[src/rtl/cpu_loader_pkg.sv]
// Shared definitions for the host program/data loader: opcodes,
// error codes and the command FSM state encoding.
package cpu_loader_pkg;

    // Host command opcodes (first byte of every command)
    localparam logic [7:0] CMD_LOAD_IMEM = 8'h01;
    localparam logic [7:0] CMD_LOAD_DMEM = 8'h02;
    localparam logic [7:0] CMD_RUN       = 8'h03;
    localparam logic [7:0] CMD_HALT      = 8'h04;

    // Values reported on err_code while err is set
    localparam logic [1:0] ERR_NONE       = 2'd0;
    localparam logic [1:0] ERR_BAD_OPCODE = 2'd1;
    localparam logic [1:0] ERR_OVERFLOW   = 2'd2;
    localparam logic [1:0] ERR_TIMEOUT    = 2'd3;

    // Command FSM states
    typedef enum logic [2:0] {
        ST_IDLE   = 3'd0,
        ST_CNT_HI = 3'd1,
        ST_CNT_LO = 3'd2,
        ST_DATA   = 3'd3,
        ST_WRITE  = 3'd4,
        ST_DRAIN  = 3'd5
    } state_e;

endpackage

[src/rtl/cpu_loader_if.sv]
// Byte-stream input, CPU external memory write ports and loader status,
// bundled so the loader and its surroundings share one connection.
interface cpu_loader_if;

    logic [7:0]  rx_data;
    logic        rx_valid;
    logic        rx_ready;

    logic [31:0] addr_ext;
    logic        wen_ext;
    logic [31:0] wdata_ext;

    logic [31:0] addr_ext_2;
    logic        wen_ext_2;
    logic [31:0] wdata_ext_2;

    logic        cpu_enable;
    logic        busy;
    logic        err;
    logic [1:0]  err_code;
    logic [15:0] words_loaded;

    // Loader side: consumes bytes, drives memories and status
    modport master (
        input  rx_data, rx_valid,
        output rx_ready,
        output addr_ext, wen_ext, wdata_ext,
        output addr_ext_2, wen_ext_2, wdata_ext_2,
        output cpu_enable, busy, err, err_code, words_loaded
    );

    // Host/CPU side: supplies bytes, observes memories and status
    modport slave (
        output rx_data, rx_valid,
        input  rx_ready,
        input  addr_ext, wen_ext, wdata_ext,
        input  addr_ext_2, wen_ext_2, wdata_ext_2,
        input  cpu_enable, busy, err, err_code, words_loaded
    );

endinterface

[src/rtl/cpu_loader_timeout.sv]
// Inter-byte watchdog: counts idle cycles while armed and flags expiry
// once TIMEOUT_CYC consecutive cycles pass without an accepted byte.
module loader_timeout #(
    parameter int TIMEOUT_CYC = 1000000
) (
    input  logic clk,
    input  logic rst,
    input  logic arm,
    input  logic kick,
    output logic expired
);

    localparam int CW = (TIMEOUT_CYC < 2) ? 1 : $clog2(TIMEOUT_CYC + 1);
    localparam logic [CW-1:0] LAST = CW'(TIMEOUT_CYC - 1);

    logic [CW-1:0] idle_cnt;

    // Count idle cycles; any accepted byte or leaving the armed states restarts it
    always_ff @(posedge clk) begin
        if (rst || !arm || kick) begin
            idle_cnt <= '0;
        end else if (idle_cnt != LAST) begin
            idle_cnt <= idle_cnt + 1'b1;
        end
    end

    // The TIMEOUT_CYC-th idle cycle is the one on which expiry is reported
    assign expired = arm && !kick && (idle_cnt == LAST);

endmodule

[src/rtl/cpu_loader.sv]
// Host loader: assembles big-endian words from a byte stream, writes them
// into instruction or data memory through the CPU's external ports, and
// controls the CPU run enable with RUN/HALT commands.
module cpu_loader
    import cpu_loader_pkg::*;
#(
    parameter logic [31:0] IMEM_BASE   = 32'h0,
    parameter logic [31:0] DMEM_BASE   = 32'h0,
    parameter int          IMEM_WORDS  = 512,
    parameter int          DMEM_WORDS  = 1024,
    parameter int          TIMEOUT_CYC = 1000000
) (
    input  logic         clk,
    input  logic         rst,
    cpu_loader_if.master bus
);

    state_e      state;
    logic [15:0] word_cnt;
    logic [15:0] loaded;
    logic [31:0] ptr;
    logic [23:0] word_sr;
    logic [1:0]  byte_idx;
    logic        sel_dmem;
    logic        ovf;
    logic [17:0] drain_left;

    logic [31:0] imem_addr;
    logic [31:0] imem_wdata;
    logic        imem_wen;
    logic [31:0] dmem_addr;
    logic [31:0] dmem_wdata;
    logic        dmem_wen;
    logic        run_q;
    logic        err_q;
    logic [1:0]  err_code_q;

    logic        accept;
    logic        arm;
    logic        expired;
    logic [15:0] cnt_next;
    logic [31:0] word_full;
    logic [31:0] cap_words;

    // The WRITE cycle is the only one in which no byte can be taken
    assign bus.rx_ready = !rst && (state != ST_WRITE);
    assign accept       = bus.rx_valid && bus.rx_ready;
    assign arm          = (state == ST_CNT_HI) || (state == ST_CNT_LO) ||
                          (state == ST_DATA)   || (state == ST_DRAIN);
    assign cnt_next     = {word_cnt[15:8], bus.rx_data};
    assign word_full    = {word_sr, bus.rx_data};
    assign cap_words    = sel_dmem ? 32'(DMEM_WORDS) : 32'(IMEM_WORDS);

    loader_timeout #(
        .TIMEOUT_CYC (TIMEOUT_CYC)
    ) u_timeout (
        .clk     (clk),
        .rst     (rst),
        .arm     (arm),
        .kick    (accept),
        .expired (expired)
    );

    // Command FSM with registered memory-port, run-enable and status outputs
    always_ff @(posedge clk) begin
        if (rst) begin
            state      <= ST_IDLE;
            word_cnt   <= '0;
            loaded     <= '0;
            ptr        <= '0;
            word_sr    <= '0;
            byte_idx   <= '0;
            sel_dmem   <= 1'b0;
            ovf        <= 1'b0;
            drain_left <= '0;
            imem_addr  <= '0;
            imem_wdata <= '0;
            imem_wen   <= 1'b0;
            dmem_addr  <= '0;
            dmem_wdata <= '0;
            dmem_wen   <= 1'b0;
            run_q      <= 1'b0;
            err_q      <= 1'b0;
            err_code_q <= ERR_NONE;
        end else begin
            imem_wen <= 1'b0;
            dmem_wen <= 1'b0;

            if (expired) begin
                // Host went silent mid-command: drop any partial word
                err_q      <= 1'b1;
                err_code_q <= ERR_TIMEOUT;
                run_q      <= 1'b0;
                state      <= ST_IDLE;
            end else begin
                case (state)
                    ST_IDLE: begin
                        if (accept) begin
                            case (bus.rx_data)
                                CMD_LOAD_IMEM, CMD_LOAD_DMEM: begin
                                    // Halt the core before anything is written
                                    err_q      <= 1'b0;
                                    err_code_q <= ERR_NONE;
                                    run_q      <= 1'b0;
                                    loaded     <= '0;
                                    ovf        <= 1'b0;
                                    byte_idx   <= '0;
                                    sel_dmem   <= (bus.rx_data == CMD_LOAD_DMEM);
                                    ptr        <= (bus.rx_data == CMD_LOAD_DMEM) ?
                                                  DMEM_BASE : IMEM_BASE;
                                    state      <= ST_CNT_HI;
                                end
                                CMD_RUN: begin
                                    err_q      <= 1'b0;
                                    err_code_q <= ERR_NONE;
                                    run_q      <= 1'b1;
                                end
                                CMD_HALT: begin
                                    err_q      <= 1'b0;
                                    err_code_q <= ERR_NONE;
                                    run_q      <= 1'b0;
                                end
                                default: begin
                                    err_q      <= 1'b1;
                                    err_code_q <= ERR_BAD_OPCODE;
                                end
                            endcase
                        end
                    end

                    ST_CNT_HI: begin
                        if (accept) begin
                            word_cnt[15:8] <= bus.rx_data;
                            state          <= ST_CNT_LO;
                        end
                    end

                    ST_CNT_LO: begin
                        if (accept) begin
                            word_cnt <= cnt_next;
                            if (cnt_next == 16'd0) begin
                                state <= ST_IDLE;
                            end else begin
                                state <= ST_DATA;
                                // Flag overflow up front; fitting words are still written
                                if ({16'h0, cnt_next} > cap_words) begin
                                    ovf        <= 1'b1;
                                    err_q      <= 1'b1;
                                    err_code_q <= ERR_OVERFLOW;
                                end
                            end
                        end
                    end

                    ST_DATA: begin
                        if (accept) begin
                            byte_idx <= byte_idx + 2'd1;
                            if (byte_idx == 2'd3) begin
                                loaded <= loaded + 16'd1;
                                state  <= ST_WRITE;
                                if (sel_dmem) begin
                                    dmem_wen   <= 1'b1;
                                    dmem_addr  <= ptr;
                                    dmem_wdata <= word_full;
                                end else begin
                                    imem_wen   <= 1'b1;
                                    imem_addr  <= ptr;
                                    imem_wdata <= word_full;
                                end
                            end else begin
                                word_sr <= word_full[23:0];
                            end
                        end
                    end

                    ST_WRITE: begin
                        ptr <= ptr + 32'd4;
                        if (loaded == word_cnt) begin
                            state <= ST_IDLE;
                        end else if (ovf && ({16'h0, loaded} == cap_words)) begin
                            // Swallow the words that do not fit
                            drain_left <= {word_cnt - loaded, 2'b00};
                            state      <= ST_DRAIN;
                        end else begin
                            state <= ST_DATA;
                        end
                    end

                    ST_DRAIN: begin
                        if (accept) begin
                            drain_left <= drain_left - 18'd1;
                            if (drain_left == 18'd1) begin
                                state <= ST_IDLE;
                            end
                        end
                    end

                    default: state <= ST_IDLE;
                endcase
            end
        end
    end

    assign bus.addr_ext     = imem_addr;
    assign bus.wen_ext      = imem_wen;
    assign bus.wdata_ext    = imem_wdata;
    assign bus.addr_ext_2   = dmem_addr;
    assign bus.wen_ext_2    = dmem_wen;
    assign bus.wdata_ext_2  = dmem_wdata;
    assign bus.cpu_enable   = run_q;
    assign bus.busy         = !rst && (state != ST_IDLE);
    assign bus.err          = err_q;
    assign bus.err_code     = err_code_q;
    assign bus.words_loaded = loaded;

endmodule

[src/flat_wrapper.sv]
// flat-port wrapper written by rule: the top's interface ports become plain ports
module cpu_loader_flat import cpu_loader_pkg::*;
#(
    parameter logic [31:0] IMEM_BASE   = 32'h0,
    parameter logic [31:0] DMEM_BASE   = 32'h0,
    parameter int          IMEM_WORDS  = 512,
    parameter int          DMEM_WORDS  = 1024,
    parameter int          TIMEOUT_CYC = 1000000
)
  (clk, rst, bus_rx_data, bus_rx_valid, bus_rx_ready, bus_addr_ext, bus_wen_ext, bus_wdata_ext, bus_addr_ext_2, bus_wen_ext_2, bus_wdata_ext_2, bus_cpu_enable, bus_busy, bus_err, bus_err_code, bus_words_loaded);
  cpu_loader_if bus_i ();
  input  logic clk;
  input  logic rst;
  input wire logic [$bits(bus_i.rx_data)-1:0] bus_rx_data;
  input wire logic [$bits(bus_i.rx_valid)-1:0] bus_rx_valid;
  output wire logic [$bits(bus_i.rx_ready)-1:0] bus_rx_ready;
  output wire logic [$bits(bus_i.addr_ext)-1:0] bus_addr_ext;
  output wire logic [$bits(bus_i.wen_ext)-1:0] bus_wen_ext;
  output wire logic [$bits(bus_i.wdata_ext)-1:0] bus_wdata_ext;
  output wire logic [$bits(bus_i.addr_ext_2)-1:0] bus_addr_ext_2;
  output wire logic [$bits(bus_i.wen_ext_2)-1:0] bus_wen_ext_2;
  output wire logic [$bits(bus_i.wdata_ext_2)-1:0] bus_wdata_ext_2;
  output wire logic [$bits(bus_i.cpu_enable)-1:0] bus_cpu_enable;
  output wire logic [$bits(bus_i.busy)-1:0] bus_busy;
  output wire logic [$bits(bus_i.err)-1:0] bus_err;
  output wire logic [$bits(bus_i.err_code)-1:0] bus_err_code;
  output wire logic [$bits(bus_i.words_loaded)-1:0] bus_words_loaded;
  assign bus_i.rx_data = bus_rx_data;
  assign bus_i.rx_valid = bus_rx_valid;
  assign bus_rx_ready = bus_i.rx_ready;
  assign bus_addr_ext = bus_i.addr_ext;
  assign bus_wen_ext = bus_i.wen_ext;
  assign bus_wdata_ext = bus_i.wdata_ext;
  assign bus_addr_ext_2 = bus_i.addr_ext_2;
  assign bus_wen_ext_2 = bus_i.wen_ext_2;
  assign bus_wdata_ext_2 = bus_i.wdata_ext_2;
  assign bus_cpu_enable = bus_i.cpu_enable;
  assign bus_busy = bus_i.busy;
  assign bus_err = bus_i.err;
  assign bus_err_code = bus_i.err_code;
  assign bus_words_loaded = bus_i.words_loaded;
  cpu_loader #(.IMEM_BASE(IMEM_BASE), .DMEM_BASE(DMEM_BASE), .IMEM_WORDS(IMEM_WORDS), .DMEM_WORDS(DMEM_WORDS), .TIMEOUT_CYC(TIMEOUT_CYC)) u_core (.clk(clk), .rst(rst), .bus(bus_i));
endmodule
[config.mk]
export PLATFORM = sky130hd
export DESIGN_NAME = cpu_loader_flat
export DESIGN_NICKNAME = d
export VERILOG_FILES = /design/src/rtl/cpu_loader_pkg.sv /design/src/rtl/cpu_loader_if.sv /design/src/rtl/cpu_loader_timeout.sv /design/src/rtl/cpu_loader.sv /design/src/flat_wrapper.sv
export SDC_FILE = /design/constraint.sdc
export NUM_CORES = 1
export LEC_CHECK = 0
export ABC_AREA = 1
export CAP_MARGIN = 15
export CORE_ASPECT_RATIO = 0.9
export CORE_UTILIZATION = 60
export CTS_CLUSTER_SIZE = 40
export DETAILED_ROUTE_END_ITERATION = 6
export HOLD_SLACK_MARGIN = 0.03
export PLACE_DENSITY = 0.83
export SETUP_SLACK_MARGIN = 0.2
export SLEW_MARGIN = 20
export SYNTH_ARGS = -nofsm -noshare
export SYNTH_HDL_FRONTEND = slang
export SYNTH_SLANG_ARGS = --single-unit
[constraint.sdc]
create_clock -name clk -period 5.7 [get_ports clk]
set_clock_uncertainty 0.2 [all_clocks]
set_input_delay 0.57 -clock clk [delete_from_list [all_inputs] [get_ports clk]]
set_output_delay 0.57 -clock clk [all_outputs]
set_load 0.01 [all_outputs]
==> flow_summary.json <==
{
  "setup-violations-final": 0,
  "clock-sinks": 261,
  "synth_xor_area_frac": 0.0126,
  "startpoint_type": "register",
  "port_buffers": 158,
  "fin_crit_ns": 3.12,
  "final.setup.tns_ns": 0,
  "p_sw_mw": 0.760,
  "pwr_density_cell_nw_per_um2": 242,
  "seqPwrFrac": 0.508,
  "grt-ovfl-total": 0,
  "die_w_um": 154,
  "timing.final.max_slew_violations": 0,
  "swShare": 0.211,
  "ctsResizeCount": 0,
  "diodes": 0,
  "crit_arrival_ns": 3.37,
  "cts-root-buf": "clkbuf_16",
  "synth.area.mux_share": 0,
  "core-area_um2": 20200,
  "synth_area_um2": 12500,
  "final_cell_mix": "nor2_1, nand2_1, dfxtp_1",
  "io_pins": 163,
  "worstMarginPinSlew_ns": 0.930,
  "grt_pass1_wl_um": 55700,
  "fmax_mhz": 321,
  "regArea_um2": 5230,
  "synth_simple_gate_area_frac": 0.290,
  "drtAntennaViolNets": 0,
  "hold_path.class": "reg -> reg",
  "avgRoutedWirePerCell_um": 15.6,
  "nNetsFinal": 1978,
  "clockBufferDepth": 3,
  "post_cts_buffers": 0,
  "ys.flop_type": "dfxtp_1",
  "via_per_inst": 5.65,
  "die_h_um": 139,
  "outcome": "finished, final reports clean",
  "synth_edf_count": 0,
  "drt_iter0_markers": 1187,
  "synth_top_family_by_area": "simple AND/OR/NAND/NOR gates",
  "power_frac_comb": 0.021,
  "p_leak_nw": 6.00,
  "power_frac_clock": 0.471,
  "clk-insertion-delay-late_ns": 0.53,
  "synth_compound_area_frac": 0.170,
  "start_util": 0.618,
  "synthArstFlopShare": 0,
  "synth-seq-cells": 261,
  "grt_usage": 0.316,
  "n_fill_cell": 1619,
  "seq_area_frac_synth": 0.418,
  "cts_hold_buffers": 0,
  "postLayoutCoreUtil": 0.735,
  "ys_types": 40,
  "firstDrtPassIters": 6,
  "grt_max_degree": 146,
  "die-area_um2": 21400,
  "period_share": 0.547,
  "rsz0062_at_grt": "false",
  "synthAdderAreaFrac": 0.0256,
  "netlist_instances": 1826,
  "tritoncts": "built",
  "numCtsBuffers": 26,
  "cp.required_ns": 5.95,
  "multi_input_area_um2": 6250,
  "cap_violations": 0,
  "clkSlewWorstSetupHoldPaths_ns": 0.06,
  "cts_max_level": 1,
  "cp-end-kind": "register",
  "final_common_cell": "nor2_1",
  "ys_warn_count": 0,
  "rows": 49,
  "path_class": "reg -> reg",
  "grt_pass1_vias": 11000,
  "avgSynthCellArea_um2": 6.85,
  "place_hpwl_um": 23800,
  "antenna_found_initial": 0,
  "hold_viol_final": 0,
  "internal-power_mw": 2.84,
  "drive_above_1_share": 0.0398,
  "syn_to_final_growth_pct": 18.9,
  "path_max_fanout": 99,
  "drc_errors": 0,
  "routed_wl_um": 34500,
  "vias": 12500,
  "place.gp.congestion": 0.923,
  "peakVddDrop_v": 0.000184,
  "slew-limit-headroom": 0.376
}
-- final cells by class --
type	count	share of cell area
Timing Repair Buffer	162	0.108
Multi-Input combinational cell	1330	0.420
Clock buffer	40	0.0528
Inverter	161	0.0411
Clock inverter	8	0.00488
Sequential cell	261	0.351
Tap cell	255	0.0215
-- cell families (layout without fill, tap and decap cells) --
| group | count (synthesis) | after routing |
|---|---|---|
| DFF | 261 | 261 |
| buffers and inverters | 238 | 371 |
| xor gates and xnor gates | 18 | 18 |
| adders and majority gates | 25 | 25 |
| AOI/OAI and AO/OA | 420 | 420 |
| other | 1 | 4 |
| and+or+nand+nor | 863 | 863 |
-- power groups by stage --
stage / Sequential, mW / Combinational, mW / Clock [mW]
2_1_floorplan: 1.87 / 0.0503 / 0
3_3_place_gp: 1.87 / 0.0729 / 0
3_5_place_dp: 1.87 / 0.0740 / 0
4_1_cts: 1.83 / 0.0744 / 1.72
5_1_grt: 1.83 / 0.0827 / 1.79
6_report: 1.83 / 0.0756 / 1.70
-- sequential cells by signal (all words and copies together), names as in the netlist --
register and flops:
u_core.word_sr 24, u_core.bus.err 1, u_core.bus.err_code 2, u_core.bus.addr_ext 30, u_core.state 3, u_core.word_cnt 16
u_core.bus.addr_ext_2 30, u_core.bus.words_loaded 16, u_core.bus.wen_ext 1, u_core.bus.wdata_ext_2 32, u_core.byte_idx 2, u_core.bus.cpu_enable 1
u_core.ovf 1, u_core.bus.wdata_ext 32, u_core.drain_left 18, u_core.u_timeout.idle_cnt 20, u_core.ptr 30, u_core.sel_dmem 1
u_core.bus.wen_ext_2 1
-- layer usage --
metal | vias to the layer above | wire length, µm | track usage
met5 | - | 0 | 0
met4 | 0 | 938 | 0.106
met3 | 66 | 2400 | 0.0384
met2 | 504 | 15700 | 0.504
met1 | 5740 | 15400 | 0.443
li1 | 6211 | - | -
-- cells in the mapped netlist (3+ instances only) --
| cell | number | area, µm² |
|---|---|---|
| a21oi_1 | 189 | 946 |
| nand4_1 | 28 | 175 |
| o21ai_0 | 176 | 881 |
| dfxtp_1 | 261 | 5230 |
| or2_2 | 7 | 43.8 |
| xor2_1 | 13 | 114 |
| inv_1 | 154 | 578 |
| inv_2 | 5 | 18.8 |
| nand3_1 | 103 | 515 |
| nor2_2 | 3 | 18.8 |
| a31oi_1 | 4 | 25.0 |
| o21a_1 | 3 | 22.5 |
| buf_4 | 13 | 97.6 |
| xnor2_1 | 5 | 43.8 |
| nand2_2 | 5 | 31.3 |
| nand2_1 | 330 | 1240 |
| nor3b_1 | 3 | 22.5 |
| nor2_1 | 340 | 1280 |
| buf_2 | 15 | 75.1 |
| o21ai_1 | 44 | 220 |
| nand2_4 | 3 | 33.8 |
| clkbuf_1 | 37 | 139 |
| ha_1 | 24 | 300 |
| nand3b_1 | 6 | 45.0 |
| buf_6 | 11 | 124 |
| nor3_1 | 26 | 130 |
-- worst max-delay path, stage by stage, from the launching register on --
cell and delay, ns:
dfxtp_1 0.58, nor2_4 0.09, nand2_4 0.11, nand3_2 0.23, nor3_4 0.39, nand2_4 0.27
inv_4 0.73, o21ai_0 0.23, a21oi_1 0.18
-- path summary, 6_finish.rpt --
path | start | to | slack [ns] | cells past startpoint
min | u_core.byte_idx[1]$_SDFFE_PP0P_ | u_core.byte_idx[1]$_SDFFE_PP0P_ | 0.27 | 2
min reg2reg | u_core.byte_idx[1]$_SDFFE_PP0P_ | u_core.byte_idx[1]$_SDFFE_PP0P_ | 0.27 | 2
max reg2reg | u_core.state[1]$_SDFFE_PP0P_ | u_core.bus.wdata_ext_2[7]$_SDFFE_PP0P_ | 2.58 | 8
max | u_core.state[1]$_SDFFE_PP0P_ | u_core.bus.wdata_ext_2[7]$_SDFFE_PP0P_ | 2.58 | 8
-- metrics by stage --
stage	hold WS, ns	cells	worst slack [ns]	total power [mW]	instance area, µm²
2_1_floorplan	0.233	1829	3.43	1.92	12500
3_5_place_dp	0.259	2169	2.29	1.94	14000
6_report	0.275	2217	2.58	3.60	14900
5_1_grt	0.297	2217	2.28	3.70	14900
3_3_place_gp	0.254	2169	2.47	1.94	14000
4_1_cts	0.273	2217	2.58	3.62	14900
No activity file was read; power rests on OpenSTA's default activity.
